File: src/rtl/arcade_dl_pkg.sv
// rtl/arcade_dl_pkg.sv - shared types and defaults for the arcade download router
package arcade_dl_pkg;

  // Core-reset sequencing states
  typedef enum logic [1:0] {
    BOOT,
    LOAD,
    HOLD,
    RUN
  } dl_state_t;

  localparam logic [7:0] ROM_INDEX_DEFAULT = 8'd0;
  localparam logic [7:0] DIP_INDEX_DEFAULT = 8'd254;
  localparam int         MAX_REGIONS       = 8;

  // Region boundaries, entry k is B[k]; only entries 0..NUM_REGIONS are used
  typedef logic [MAX_REGIONS:0][24:0] bound_arr_t;

  localparam bound_arr_t BOUND_DEFAULT = {
    25'h0, 25'h0, 25'h0, 25'h0,
    25'h20000, 25'h18000, 25'h10000, 25'h08000, 25'h0
  };

endpackage

File: src/rtl/arcade_dl_router_decode.sv
// rtl/arcade_dl_router_decode.sv - combinational byte address to ROM region decode
module dl_region_decode
  import arcade_dl_pkg::*;
#(
  parameter int         NUM_REGIONS  = 4,
  parameter int         REGION_AW    = 16,
  parameter int         KW           = 2,
  parameter bound_arr_t REGION_BOUND = BOUND_DEFAULT
) (
  input  logic [24:0]          addr,
  output logic                 hit,
  output logic [KW-1:0]        k,
  output logic [REGION_AW-1:0] offset
);

  logic [NUM_REGIONS-1:0] in_rng;

  // Ascending boundaries make the ranges disjoint, so at most one bit is set
  for (genvar g = 0; g < NUM_REGIONS; g++) begin : g_rng
    assign in_rng[g] = (addr >= REGION_BOUND[g]) && (addr < REGION_BOUND[g+1]);
  end

  // Encode the matching region and its region-relative offset
  always_comb begin
    hit    = |in_rng;
    k      = '0;
    offset = '0;
    for (int i = 0; i < NUM_REGIONS; i++) begin
      if (in_rng[i]) begin
        k      = KW'(i);
        offset = REGION_AW'(addr - REGION_BOUND[i]);
      end
    end
  end

endmodule

File: src/rtl/arcade_dl_router.sv
// rtl/arcade_dl_router.sv - routes hps_io downloads to ROM regions and a DIP bank, sequences core reset
module arcade_dl_router
  import arcade_dl_pkg::*;
#(
  parameter int                     NUM_REGIONS  = 4,
  parameter int                     REGION_AW    = 16,
  parameter bound_arr_t             REGION_BOUND = BOUND_DEFAULT,
  parameter int                     DIP_BYTES    = 8,
  parameter logic [DIP_BYTES*8-1:0] DIP_DEFAULT  = '0,
  parameter logic [7:0]             ROM_INDEX    = ROM_INDEX_DEFAULT,
  parameter logic [7:0]             DIP_INDEX    = DIP_INDEX_DEFAULT,
  parameter int                     HOLD_CYCLES  = 16
) (
  input  logic                     clk_sys,
  input  logic                     reset_n,
  input  logic                     ioctl_download,
  input  logic [7:0]               ioctl_index,
  input  logic                     ioctl_wr,
  input  logic [24:0]              ioctl_addr,
  input  logic [7:0]               ioctl_dout,
  output logic [NUM_REGIONS-1:0]   region_wr,
  output logic [REGION_AW-1:0]     region_addr,
  output logic [7:0]               region_data,
  output logic [DIP_BYTES*8-1:0]   dip_sw,
  output logic                     dip_valid,
  output logic                     rom_loaded,
  output logic                     core_reset,
  output logic                     err_unmapped
);

  localparam int KW = (NUM_REGIONS > 1) ? $clog2(NUM_REGIONS) : 1;
  localparam int HW = $clog2(HOLD_CYCLES + 1);

  dl_state_t            state, state_next;
  logic [HW-1:0]        hold_cnt;
  logic                 hold_done;
  logic                 dl_prev, dl_rise, dl_fall;
  logic                 rom_start, dip_start;
  logic                 rom_wr, dip_wr;
  logic                 dip_active;
  logic                 mapped_seen;
  logic                 dec_hit;
  logic [KW-1:0]        dec_k;
  logic [REGION_AW-1:0] dec_offset;

  dl_region_decode #(
    .NUM_REGIONS  (NUM_REGIONS),
    .REGION_AW    (REGION_AW),
    .KW           (KW),
    .REGION_BOUND (REGION_BOUND)
  ) u_decode (
    .addr   (ioctl_addr),
    .hit    (dec_hit),
    .k      (dec_k),
    .offset (dec_offset)
  );

  assign dl_rise   = ioctl_download & ~dl_prev;
  assign dl_fall   = ~ioctl_download & dl_prev;
  assign rom_start = dl_rise & (ioctl_index == ROM_INDEX);
  assign dip_start = dl_rise & (ioctl_index == DIP_INDEX);
  assign hold_done = (hold_cnt == HW'(HOLD_CYCLES - 1));
  assign rom_wr    = (state == LOAD) & ioctl_download & ioctl_wr;
  assign dip_wr    = dip_active & ioctl_download & ioctl_wr & (ioctl_index == DIP_INDEX)
                   & (ioctl_addr < 25'(DIP_BYTES));
  assign core_reset = (state != RUN);

  // Download level history; resets high so a download already in progress at release is not a rise
  always_ff @(posedge clk_sys or negedge reset_n) begin
    if (!reset_n) dl_prev <= 1'b1;
    else          dl_prev <= ioctl_download;
  end

  // State register
  always_ff @(posedge clk_sys or negedge reset_n) begin
    if (!reset_n) state <= BOOT;
    else          state <= state_next;
  end

  // Next-state: a ROM download start wins from any state
  always_comb begin
    state_next = state;
    if (rom_start) begin
      state_next = LOAD;
    end else begin
      case (state)
        BOOT:    if (hold_done) state_next = RUN;
        LOAD:    if (dl_fall)   state_next = HOLD;
        HOLD:    if (hold_done) state_next = RUN;
        default: state_next = state;
      endcase
    end
  end

  // Reset-extension counter: cleared by LOAD, counts through BOOT and HOLD
  always_ff @(posedge clk_sys or negedge reset_n) begin
    if (!reset_n) begin
      hold_cnt <= '0;
    end else if (rom_start || state == LOAD) begin
      hold_cnt <= '0;
    end else if (state == BOOT || state == HOLD) begin
      hold_cnt <= hold_cnt + 1'b1;
    end
  end

  // ROM write strobes, region address/data, and load status flags
  always_ff @(posedge clk_sys or negedge reset_n) begin
    if (!reset_n) begin
      region_wr    <= '0;
      region_addr  <= '0;
      region_data  <= '0;
      rom_loaded   <= 1'b0;
      err_unmapped <= 1'b0;
      mapped_seen  <= 1'b0;
    end else begin
      region_wr <= '0;
      if (rom_start) begin
        rom_loaded   <= 1'b0;
        err_unmapped <= 1'b0;
        mapped_seen  <= 1'b0;
      end else if (rom_wr) begin
        if (dec_hit) begin
          region_wr   <= NUM_REGIONS'(1) << dec_k;
          region_addr <= dec_offset;
          region_data <= ioctl_dout;
          mapped_seen <= 1'b1;
        end else begin
          err_unmapped <= 1'b1;
        end
      end else if (state == LOAD && dl_fall) begin
        rom_loaded <= mapped_seen;
      end
    end
  end

  // DIP bank capture; independent of the reset sequencing
  always_ff @(posedge clk_sys or negedge reset_n) begin
    if (!reset_n) begin
      dip_sw     <= DIP_DEFAULT;
      dip_valid  <= 1'b0;
      dip_active <= 1'b0;
    end else begin
      if (dip_start) begin
        dip_active <= 1'b1;
      end else if (dl_fall) begin
        dip_active <= 1'b0;
        if (dip_active) dip_valid <= 1'b1;
      end
      for (int i = 0; i < DIP_BYTES; i++) begin
        if (dip_wr && ioctl_addr == 25'(i)) dip_sw[8*i +: 8] <= ioctl_dout;
      end
    end
  end

endmodule

File: config.mk
export PLATFORM = sky130hd
export DESIGN_NAME = arcade_dl_router
export DESIGN_NICKNAME = d
export VERILOG_FILES = /design/src/rtl/arcade_dl_pkg.sv /design/src/rtl/arcade_dl_router_decode.sv /design/src/rtl/arcade_dl_router.sv
export SDC_FILE = /design/constraint.sdc
export NUM_CORES = 1
export LEC_CHECK = 0
export ABC_AREA = 1
export CORE_MARGIN = 5
export CORE_UTILIZATION = 48
export DETAILED_ROUTE_END_ITERATION = 6
export DONT_BUFFER_PORTS = 1
export PLACE_DENSITY_LB_ADDON = 0.08
export SYNTH_ARGS = -nofsm -noshare
export SYNTH_HDL_FRONTEND = slang
export SYNTH_HIERARCHICAL = 1
export SYNTH_SLANG_ARGS = --single-unit
File: constraint.sdc
create_clock -name clk_sys -period 1.4 [get_ports clk_sys]
set_input_delay 0.21 -clock clk_sys [delete_from_list [all_inputs] [get_ports clk_sys]]
set_output_delay 0.21 -clock clk_sys [all_outputs]
set_load 0.02 [all_outputs]
Word-level counts from Yosys, hierarchy flattened
Index checks and enable logic that the tools add are counted.
- add/sub/neg operators: 4
- magnitude comparators: 9
- equality and inequality tests: 16
- shift-type cells: 1
- mux-type cells: 27
- bitwise operators: 14
- reductions and logical operators: 32
- operator list (cell ; number):
    $eq A25 B3 Y1 const B ; 4
    $mux W16 ; 4
    $eq A25 B2 Y1 const B ; 2
    $ge A25 B17 Y1 const B ; 2
    $lt A25 B17 Y1 const B ; 2
    $sub A16 B16 Y16 const B ; 2
    $eq A25 B1 Y1 const B ; 1
    $ge A25 B1 Y1 const B ; 1
    $ge A25 B16 Y1 const B ; 1
    $logic_not A25 Y1 ; 1
    $lt A25 B16 Y1 const B ; 1
    $lt A25 B18 Y1 const B ; 1
    $lt A25 B4 Y1 const B ; 1
    $sub A16 B1 Y16 const B ; 1
    $logic_and A1 B1 Y1 ; 13
    $mux W1 ; 12
    $mux W4 ; 3
    $and A1 B1 Y1 ; 10
    $mux W2 ; 5
    $mux W5 ; 2
    $reduce_bool A2 Y1 ; 5
    $reduce_and A3 Y1 ; 3
    $eq A8 B8 Y1 const B ; 1
    $logic_not A8 Y1 ; 1
    16 further kinds ; 24
- flip-flop bits (word level): 105
- input port bits: 45
- output and inout bits: 96
- logic and storage cells: 122

Longest topological paths before layout
Gate-level depths: netlist (run 1).
- word-level depth: 9
- mapped depth: 11
- mapped depth without buffers: 9

Hierarchy
The synthesis (run 1) kept the hierarchy.
- by module, submodules not included (module ; instances ; cells an instance ; area an instance (sq um) ; sequential area each (sq um)):
    arcade_dl_router ; 1 ; 544 ; 4606.9 ; 2628.8
    dl_region_decode ; 1 ; 45 ; 261.5 ; 0.0

Least setup slack after synthesis (run 1)
Ideal clock, no wire load.
- kind: input to register
- start point: input ioctl_addr[19]
- end point: register region_addr[10]
- library setup time: 0.117 ns
- arrival: 1.398 ns
- required time: 1.283 ns
- slack: -0.115 ns
- cell stages on the path: 11
- path buffers: 3
- path through: nor2_1 nand2_2 buf_4 nor2_1 inv_1 nor2_4 nand2_1 buf_6 buf_6 nand2_1 nand2_1
- elaborated cells between the ends (all ways): 18
- classes of those cells: order compare: 8; mux: 4; reduce/logical: 6
- RTL lines (element ; RTL line ; RTL):
    from (decl) ; arcade_dl_router.sv:19 ; input logic [24:0] ioctl_addr,
    $ge A25 B1 Y1 (tied with other cells) ; arcade_dl_router_decode.sv:20 ; assign in_rng[g] = (addr >= REGION_BOUND[g]) && (addr < REGION_BOUND[g+1]);
    $logic_and A1 B1 Y1 ; arcade_dl_router_decode.sv:20 ;
    $reduce_or A4 Y1 (*) ; arcade_dl_router_decode.sv:25 ; hit = |in_rng;
    named net dec_hit ; arcade_dl_router.sv:42 ; logic dec_hit;
    $reduce_and A3 Y1 (no line) (*) ; n/a ;
    to (signal assigned) ; arcade_dl_router.sv:124 ; region_addr <= dec_offset;
    to (decl) ; arcade_dl_router.sv:22 ; output logic [REGION_AW-1:0] region_addr,
The timed path passes the listed nets; every way through them passes the cells marked *.
A chain may end at the register's enable or synchronous reset.

Final worst setup path (run 1)
- start point: register dip_active
- end point: register dip_sw[40]
- word-level cells in the longest chain between the ends: 5
- ends and longest elaborated chain (element ; RTL line ; RTL):
    from (decl) ; arcade_dl_router.sv:40 ; logic dip_active;
    from (signal assigned) ; arcade_dl_router.sv:141 ; dip_active <= 1'b0;
    from (signal assigned) ; arcade_dl_router.sv:144 ; dip_active <= 1'b1;
    from (signal assigned) ; arcade_dl_router.sv:146 ; dip_active <= 1'b0;
    $and A1 B1 Y1 (3 in series) ; arcade_dl_router.sv:64 ; assign dip_wr = dip_active & ioctl_download & ioctl_wr & (ioctl_index == DIP_INDEX)
    $and A1 B1 Y1 ; arcade_dl_router.sv:65 ; & (ioctl_addr < 25'(DIP_BYTES));
    $logic_and A1 B1 Y1 ; arcade_dl_router.sv:150 ; if (dip_wr && ioctl_addr == 25'(i)) dip_sw[8*i +: 8] <= ioctl_dout;
    to (signal, indexed assignment) ; arcade_dl_router.sv:150 ;
    to (decl) ; arcade_dl_router.sv:24 ; output logic [DIP_BYTES*8-1:0] dip_sw,
No other way between the ends.

==> impl_metrics.py, run 1 <==
metrics = {
    "status": {
        "status": "complete, but fails checks",
        "violations": "hold timing, setup timing",
    },
    "worst_setup_path": {
        "required_ns": 1.71,
        "worst_path_max_delay_cell": "dfrtp_1",
        "reg2reg_to": "dip_sw[40]",
        "critPathKind": "reg2reg",
        "cp_cell_sequence": "and3_4 -> nand3_4 -> nor2_4 -> buf_12 -> clkbuf_16 -> clkbuf_16 -> nand3_1 -> nand2_1",
        "r2r_slack_ns": -0.03,
        "timing.critical_path.slowest_cell_delay_ns": 0.37,
        "regToRegStartpoint": "dip_active",
        "worstRegToRegCells": 8,
        "end_kind": "flip-flop",
        "start_kind": "flip-flop",
        "crit_top_cell": "clkbuf_16",
        "critPathMaxFanout": 5,
        "cp.arrival_ns": 1.74,
    },
    "global_routing": {
        "antenna_found_initial": 1,
        "grt.total_usage_pct": 21.0,
        "grt_pass1_wl_um": 20700,
        "grt_max_degree": 106,
        "first_global_vias": 3956,
        "grt-ovfl-total": 0,
    },
    "sta": {
        "fin_skew_ns": 0.00739,
        "slew_viol_final": 0,
        "final.setup.worst_slack_ns": -0.0263,
        "max_clock_freq_mhz": 701,
        "fin_crit_sh_pct": 102,
        "layout_min_cycle_time_ns": 1.43,
        "relSlewSlack_pct": 58.9,
        "worst_slew_pin_slew_ns": 0.615,
        "hold_ws_ns": -0.471,
        "finalHoldViolCount": 155,
        "setup_viol_count_final": 15,
        "rsz0062_at_grt": "yes",
    },
    "logic_synthesis": {
        "ys_warn_count": 6,
        "synth.distinct_cells": 29,
        "yosys.area_share.simple_pct": 37.9,
        "synthAdderAreaFrac_pct": 0.514,
        "ys_ff_latch": 105,
        "syn_inst": 589,
        "syn_area_per_cell_sq_um": 8.27,
        "synth_top_family_by_area": "simple AND/OR/NAND/NOR gates",
        "synth_compound_area_share_pct": 1.34,
        "synthMuxAreaShare_pct": 0,
        "synth-xor-area-share_pct": 0.360,
        "yosysSeqAreaShare_pct": 54.0,
        "syn_nets": 636,
        "synth_area_sq_um": 4870,
    },
    "placement": {
        "gp_congestion": 0.784,
        "dpl_cell_area_sq_um": 5260,
        "port_buffers": 0,
        "hpwl_um": 9010,
        "pre_cts_slack_ns": -0.164,
    },
    "final_layout": {
        "multiInputGateArea_sq_um": 2220,
        "stdcell_area_sq_um": 5970,
        "seqCellArea_sq_um": 2630,
        "final_nets": 676,
        "utilization_pct": 60.8,
        "fill_cells": 895,
        "syn_to_final_growth_pct": 22.6,
        "drive_gt1_share_pct": 24.3,
    },
    "drt": {
        "drt-initial-drc-count": 241,
        "route.vias.total": 4006,
        "dr.pass1.iters": 4,
        "routed_wl_um": 13000,
        "avgViaCountPerCell": 5.22,
        "ant_nets": 0,
        "post_drt_wl_per_cell_um": 16.9,
        "post-route-drc-count": 0,
    },
    "pwr": {
        "p_per_area_nw_per_um2": 1010,
        "p_leak_uw": 0.00307,
        "worst_ir_drop_vdd_uv": 778,
        "power_uw": 6020,
    },
    "clock_network": {
        "cts_root_buffer": "clkbuf_8",
        "htreeDepth": 3,
        "cts_tree": "done",
        "clk_path_buf_depth": 2,
        "holdBufCountCts": 3,
        "path_clk_slew_ns": 0.10,
        "cts_num_sinks": 105,
        "clock_latency_ns": 0.36,
        "cts_buffers": 9,
    },
    "floorplan": {
        "rows": 36,
        "die_h_um": 111,
        "die_w_um": 111,
        "dieArea_sq_um": 12300,
        "core_area_sq_um": 9820,
        "start_util_pct": 49.6,
        "ioPinCount": 141,
    },
    "job": {
        "drv_cap": 0,
    },
    "min_path": {
        "hp-class": "in2async",
    },
}
-- cell usage after synthesis, drive strengths merged --
| library cell | instances | area [sq um] |
|---|---|---|
| and3 | 2 | 12.5 |
| a21oi | 4 | 20.0 |
| ha | 2 | 25.0 |
| nor2 | 51 | 236 |
| dfrtp | 104 | 2600 |
| conb | 1 | 3.75 |
| a21o | 1 | 7.51 |
| dfstp | 1 | 26.3 |
| o21ai | 6 | 30.0 |
| nand4 | 3 | 33.8 |
| inv | 36 | 135 |
| xor2 | 2 | 17.5 |
| clkbuf | 11 | 41.3 |
| nor3 | 25 | 193 |
| nand2 | 218 | 838 |
| nand3 | 104 | 521 |
| o31ai | 1 | 7.51 |
| or2 | 2 | 12.5 |
| buf | 15 | 105 |
-- per-stage QoR --
stage	TNS, ns	std cells
floorplan	0	589
global placement	-4.66	740
detailed placement	-6.05	740
finish	-0.151	768
CTS	0	759
global route	-3.15	768
-- logic make-up after synthesis --
group,count (synthesis)
other,1
buffers and inverters,62
AOI/OAI and AO/OA,12
xor gates and xnor gates,2
and+or+nand+nor,405
DFF,105
adders and majority gates,2
-- sequential cells by signal (all words and copies together) (netlist names) --
register and cells:
region_data 8, dip_valid 1, dip_sw 64, region_addr 16, state 2, region_wr 4
dl_prev 1, hold_cnt 5, err_unmapped 1, mapped_seen 1, dip_active 1, rom_loaded 1
-- where the power goes --
| part | internal [uW] | switching [uW] |
|---|---|---|
| registers | 3140 | 110 |
| clock network | 1060 | 1060 |
| logic | 315 | 336 |
| total | 4510 | 1500 |
-- placed cells by master (no fill, tap or decap), drive strengths merged, types with 3 or more instances in the layout --
master       count
clkbuf          13
o21ai            6
dlygate4sd3      3
inv             37
nor2            51
buf             49
nand3          104
nor3            25
nand2          218
nand4            3
dfrtp          104
a21oi            4
-- worst max path at each step --
stage | startpoint | to | slack (ns)
after floorplan | ioctl_addr[24] | region_addr[10] | 0.005
after global placement | ioctl_addr[4] | dip_sw[3] | -0.13
after detailed placement | ioctl_addr[4] | dip_sw[43] | -0.16
after CTS | dip_active | dip_sw[42] | 0.0009
after global routing | dip_active | dip_sw[36] | -0.07
final | dip_active | dip_sw[40] | -0.03
-- critical path: cells and delay by family, from the launching register on --
| family | cells | cell delay (ns) |
|---|---|---|
| AND/OR/NAND/NOR | 5 | 0.55 |
| flip-flops | 1 | 0.37 |
| buffers and inverters | 3 | 0.46 |
-- per-layer routing --
layer	part of all wire [%]	wire, um	track usage, %	vias up
li1	-	-	-	1956
met1	40	5190	25.5	1906
met2	48	6250	33.6	135
met3	11	1420	9.01	9
met4	0.74	96	7.39	0
met5	0	0	0	-
-- final cells by class --
class / count / share of cell area [%]
tap: 133 / 2.79
timing repair buffer: 55 / 9.83
clock buffer: 10 / 2.31
multi-input combinational: 422 / 37.2
antenna: 1 / 0.0419
sequential: 105 / 44.1
inverter: 36 / 2.26
clock inverter: 6 / 1.49
-- repair_timing --
action	4_1_cts	5_1_grt
setup endpoints to repair	24	94
pin swaps	1	30
hold endpoints to repair	179	158
gates resized for setup	2	78
cloned	0	3
setup buffers	0	5
(Power assumes the default switching activity.)
==> run 2, diff against run 1 <==
--- a/config.mk
+++ b/config.mk
@@ -6,7 +6,6 @@
 export NUM_CORES = 1
 export LEC_CHECK = 0
 export ABC_AREA = 1
-export CORE_MARGIN = 5
 export CORE_UTILIZATION = 48
 export DETAILED_ROUTE_END_ITERATION = 6
 export DONT_BUFFER_PORTS = 1
==> impl_metrics.py, run 2 (synthesis results as in run 1) <==
metrics = {
    "worst_setup_path": {
        "worst-path-buf-inv": 3,
        "worst_path_max_delay_cell": "dfrtp_1",
        "timing.critical_path.slowest_cell_delay_ns": 0.37,
        "reg2reg_to": "dip_sw[33]",
        "end_kind": "flip-flop",
        "worstRegToRegCells": 8,
        "crit_family": "simple AND/OR/NAND/NOR gates",
        "required_ns": 1.72,
        "r2r_slack_ns": -0.06,
        "critPathKind": "reg2reg",
        "critPathMaxFanout": 7,
        "cp.arrival_ns": 1.78,
        "start_kind": "flip-flop",
        "crit_top_cell": "buf_12",
        "regToRegStartpoint": "dip_active",
        "cp_cell_sequence": "and3_4 -> nand3_4 -> nor2_4 -> buf_12 -> buf_12 -> clkbuf_16 -> nand3_1 -> nand2_1",
    },
    "sta": {
        "max_clock_freq_mhz": 684,
        "worst_slew_pin_slew_ns": 0.617,
        "relSlewSlack_pct": 58.7,
        "finalHoldViolCount": 105,
        "setup_viol_count_final": 37,
        "fin_tns_setup_ns": -0.626,
        "final.setup.worst_slack_ns": -0.0614,
        "hold_ws_ns": -0.478,
        "slew_viol_final": 0,
        "fin_skew_ns": 0.0102,
        "fin_crit_sh_pct": 104,
        "layout_min_cycle_time_ns": 1.46,
        "rsz0062_at_grt": "yes",
    },
    "final_layout": {
        "final_nets": 683,
        "final_cell_mix": "nand2_1 (200), dfrtp_1 (104), nand3_1 (93)",
        "top_regs": "dip_sw (64), region_addr (16), region_data (8)",
        "drive_gt1_share_pct": 21.1,
        "syn_to_final_growth_pct": 20.1,
        "regMostFlops": "dip_sw",
        "stdcell_area_sq_um": 5850,
        "largest_reg_flops": 64,
        "final_common_cell": "nand2_1",
        "num_antenna_cells": 0,
        "fill_cells": 947,
    },
    "pwr": {
        "switching_share_pct": 27.2,
        "comb_power_share_pct": 12.4,
        "power.internal_uw": 4160,
        "p_per_area_nw_per_um2": 976,
        "p_sw_uw": 1550,
        "worst_ir_drop_vdd_uv": 695,
        "p_leak_uw": 0.00312,
        "p_clk_share_pct": 30.9,
        "pwr-share-seq_pct": 56.8,
    },
    "floorplan": {
        "die_w_um": 103,
        "dieArea_sq_um": 10500,
        "die_h_um": 103,
        "rows": 36,
        "core_area_sq_um": 9820,
        "start_util_pct": 49.6,
        "ioPinCount": 141,
    },
    "clock_network": {
        "clock_latency_ns": 0.38,
        "cts_num_sinks": 105,
        "path_clk_slew_ns": 0.10,
        "clk_path_buf_depth": 2,
        "cts_buffers": 9,
        "cts_root_buffer": "clkbuf_8",
        "cts_tree": "done",
        "htreeDepth": 3,
    },
    "job": {
        "drv_cap": 0,
    },
    "placement": {
        "dpl_cell_area_sq_um": 5260,
        "hpwl_um": 8560,
        "gp_congestion": 0.822,
        "port_buffers": 0,
    },
    "global_routing": {
        "grt.total_usage_pct": 25.0,
        "antenna_found_initial": 0,
        "first_global_vias": 3886,
        "grt_pass1_wl_um": 19800,
        "grt-ovfl-total": 0,
        "grt_max_degree": 106,
    },
    "status": {
        "violations": "hold timing, setup timing",
        "status": "complete, but fails checks",
    },
    "drt": {
        "route.vias.total": 4151,
        "avgViaCountPerCell": 5.36,
        "dr.pass1.iters": 4,
        "routed_wl_um": 12900,
        "post-route-drc-count": 0,
        "drt-initial-drc-count": 185,
        "post_drt_wl_per_cell_um": 16.7,
        "ant_nets": 0,
    },
    "min_path": {
        "hp-class": "in2async",
    },
}
-- run 2: changes by cell type in the layout (fill, tap and decap cells not counted), sizes merged --
cell         delta
buf             +3
bufinv          -2
diode           -1
dlygate4sd3     +6
-- run 2: power groups by stage --
stage | clock (uW) | sequential [uW] | combinational [uW]
3_3_place_gp | 0 | 3300 | 533
3_5_place_dp | 0 | 3300 | 565
4_1_cts | 1790 | 3240 | 651
5_1_grt | 1920 | 3260 | 786
2_1_floorplan | 0 | 3290 | 398
6_report | 1760 | 3240 | 705
-- run 2: final cells by class --
class | count | area (sq um) | share of cell area (%)
repair buffers | 62 | 613 | 10.5
clock inverters | 4 | 28.8 | 0.492
well taps | 133 | 166 | 2.85
clock buffers | 12 | 145 | 2.48
multi-input cells | 422 | 2130 | 36.4
inverters | 36 | 135 | 2.31
flip-flops and latches | 105 | 2630 | 45.0
-- run 2: timing repair --
item / in CTS / in global routing
buffers inserted: 4 / 2
endpoints found under the hold margin: 179 / 114
hold buffers: 8 / 1
cloned: 2 / 1
resized for setup: 6 / 40
pin swaps: 3 / 26
endpoints found under the setup margin: 82 / 95
-- run 2: how the worst max path moves through the flow --
| stage | slack, ns | cells past startpoint | endpoint | from |
|---|---|---|---|---|
| 4_1_cts | 0.001 | 8 | dip_sw[62] | dip_active |
| 6_report | -0.06 | 8 | dip_sw[33] | dip_active |
| 3_5_place_dp | -0.14 | 8 | dip_sw[5] | ioctl_addr[4] |
| 5_1_grt | -0.12 | 8 | dip_sw[39] | dip_active |
| 2_1_floorplan | 0.005 | 11 | region_addr[10] | ioctl_addr[24] |
| 3_3_place_gp | -0.11 | 8 | region_addr[8] | dl_prev |
-- run 2: layer usage --
metal | vias to the layer above | track usage (%) | wire, um
met5 | - | 0 | 0
met4 | 0 | 8.90 | 195
met3 | 18 | 9.08 | 1230
met2 | 157 | 40.8 | 6130
met1 | 2005 | 30.6 | 5350
li1 | 1971 | - | -
-- run 2: worst reg2reg max path, delay by kind of cell (launching register included) --
family | cells | cell delay, ns
flops | 1 | 0.37
buf+inv | 3 | 0.45
simple gates | 5 | 0.59
-- run 2: metrics by stage --
| stage | util, % | hold WS, ns | power (uW) | instances | worst slack, ns |
|---|---|---|---|---|---|
| floorplan | - | -0.0856 | 3690 | 589 | 0.00529 |
| global placement | 53.6 | -0.0825 | 3830 | 740 | -0.113 |
| detailed placement | 53.6 | -0.0831 | 3870 | 740 | -0.139 |
| CTS | 57.5 | -0.495 | 5680 | 770 | 0.00143 |
| global route | 59.5 | -0.506 | 5960 | 774 | -0.117 |
| finish | 59.5 | -0.478 | 5710 | 774 | -0.0614 |
==> run 3, diff against run 2 <==
--- a/config.mk
+++ b/config.mk
@@ -6,9 +6,11 @@
 export NUM_CORES = 1
 export LEC_CHECK = 0
 export ABC_AREA = 1
+export CAP_MARGIN = 20
 export CORE_UTILIZATION = 48
 export DETAILED_ROUTE_END_ITERATION = 6
 export DONT_BUFFER_PORTS = 1
+export HOLD_SLACK_MARGIN = 0.15
 export PLACE_DENSITY_LB_ADDON = 0.08
 export SYNTH_ARGS = -nofsm -noshare
 export SYNTH_HDL_FRONTEND = slang
==> impl_metrics.py, run 3 (synthesis results as in run 1) <==
metrics = {
    "global_routing": {
        "first_global_vias": 4026,
        "antenna_found_initial": 1,
        "grt_max_degree": 106,
        "grt_pass1_wl_um": 20300,
        "grt-busiest-layer": "met2",
        "use_met2_pct": 41.7,
        "grt-ovfl-total": 0,
        "grt.total_usage_pct": 25.6,
        "grt_use_met1_pct": 31.2,
        "grtUsageMet3_pct": 8.88,
    },
    "drt": {
        "post-route-drc-count": 0,
        "routed_wl_um": 13100,
        "dr.pass1.iters": 5,
        "avgViaCountPerCell": 5.37,
        "post_drt_wl_per_cell_um": 16.5,
        "route.vias.total": 4273,
        "drt-initial-drc-count": 169,
        "ant_nets": 0,
    },
    "worst_setup_path": {
        "cp.arrival_ns": 1.76,
        "required_ns": 1.72,
        "end_kind": "flip-flop",
        "start_kind": "flip-flop",
        "critPathKind": "reg2reg",
        "critPathMaxFanout": 7,
    },
    "final_layout": {
        "syn_to_final_growth_pct": 23.8,
        "drive_gt1_share_pct": 20.2,
        "largest_reg_flops": 64,
        "utilization_pct": 61.4,
        "fin_cells": 795,
        "top_regs": "dip_sw (64), region_addr (16), region_data (8)",
        "regMostFlops": "dip_sw",
        "final_common_cell": "nand2_1",
        "final_nets": 702,
        "final_cell_mix": "nand2_1 (200), dfrtp_1 (104), nand3_1 (94)",
    },
    "sta": {
        "fin_crit_sh_pct": 103,
        "rsz0062_at_grt": "yes",
        "relSlewSlack_pct": 59.6,
        "setup_viol_count_final": 20,
        "hold_ws_ns": -0.478,
        "fin_skew_ns": 0.0121,
        "layout_min_cycle_time_ns": 1.45,
        "final.setup.worst_slack_ns": -0.0486,
        "slew_viol_final": 0,
        "worst_slew_pin_slew_ns": 0.603,
        "finalHoldViolCount": 105,
        "max_clock_freq_mhz": 690,
    },
    "status": {
        "status": "complete, but fails checks",
        "violations": "hold timing, setup timing",
    },
    "pwr": {
        "p_leak_uw": 0.00320,
        "p_per_area_nw_per_um2": 953,
        "worst_ir_drop_vdd_uv": 692,
    },
    "clock_network": {
        "clk_path_buf_depth": 2,
        "htreeDepth": 3,
        "cts_tree": "done",
        "cts_num_sinks": 105,
        "clock_latency_ns": 0.37,
        "cts_root_buffer": "clkbuf_8",
        "path_clk_slew_ns": 0.10,
        "cts_buffers": 9,
    },
    "floorplan": {
        "core_area_sq_um": 9820,
        "die_h_um": 103,
        "start_util_pct": 49.6,
        "dieArea_sq_um": 10500,
        "die_w_um": 103,
        "ioPinCount": 141,
        "rows": 36,
    },
    "placement": {
        "hpwl_um": 8560,
        "placedCellCount": 740,
        "port_buffers": 0,
        "gp_congestion": 0.822,
    },
    "min_path": {
        "hp-class": "in2async",
    },
    "job": {
        "drv_cap": 0,
    },
}
## run 3: changes by cell type in the layout (fill, tap and decap cells not counted), sizes merged
cell | previous run | this run
dlygate4sd3 | 9 | 28
diode | 0 | 2
## run 3: timing repair
action                                  CTS  global route
hold buffers                             27             1
gates cloned                              2             1
setup buffers                             4             2
hold endpoints to repair                199           114
endpoints found under the setup margin   82            95
gates resized for setup                   6            37
pin swaps                                 3            26
## run 3: critical path, cell delays in order (launching register included)
cell and delay [ns]:
dfrtp_1 0.37, and3_4 0.20, nand3_4 0.08, nor2_4 0.14, buf_12 0.14, buf_12 0.15, clkbuf_16 0.15, nand3_1 0.06
nand2_1 0.10
## run 3: layout make-up
cell class | instances | area [sq um]
diodes | 2 | 5.00
clock buffers | 12 | 145
clock inverters | 4 | 28.8
fillers | 920 | 3790
inverters | 36 | 135
multi-input cells | 422 | 2120
flip-flops and latches | 105 | 2630
well taps | 133 | 166
repair buffers | 81 | 800
## run 3: metal layers
| metal | vias to the layer above | routed length [um] | part of all wire (%) |
|---|---|---|---|
| li1 | 2010 | - | - |
| met5 | - | 0 | 0 |
| met1 | 2076 | 5470 | 42 |
| met4 | 0 | 235 | 1.8 |
| met2 | 166 | 6320 | 48 |
| met3 | 21 | 1110 | 8.5 |
## run 3: metrics by stage
step / cell area, sq um / total power [uW] / hold WS (ns) / setup TNS, ns / setup slack (ns)
finish: 6030 / 5750 / -0.478 / -0.347 / -0.0486
global route: 6030 / 6010 / -0.506 / -4.20 / -0.103
CTS: 5830 / 5720 / -0.495 / 0 / 0.00216
detailed placement: 5260 / 3870 / -0.0831 / -8.15 / -0.139
global placement: 5260 / 3830 / -0.0825 / -8.00 / -0.113
floorplan: 4890 / 3690 / -0.0856 / 0 / 0.00529
## run 3: where the power goes
part,switching [uW],total (uW),internal [uW]
combinational,402,749,347
clock,1050,1760,702
sequential,102,3240,3140
## run 3: path summary, 6_finish.rpt
kind	from	to	slack [ns]	depth (start not counted)
worst max-delay path	dip_active	dip_sw[39]	-0.05	8
worst min-delay path	reset_n	dip_sw[58]	-0.48	0
worst max register to register	dip_active	dip_sw[39]	-0.05	8
worst min register to register	hold_cnt[4]	hold_cnt[4]	0.54	2
max in group asynchronous	reset_n	dl_prev	1.68	0
min in group clk_sys	ioctl_download	err_unmapped	0.21	4
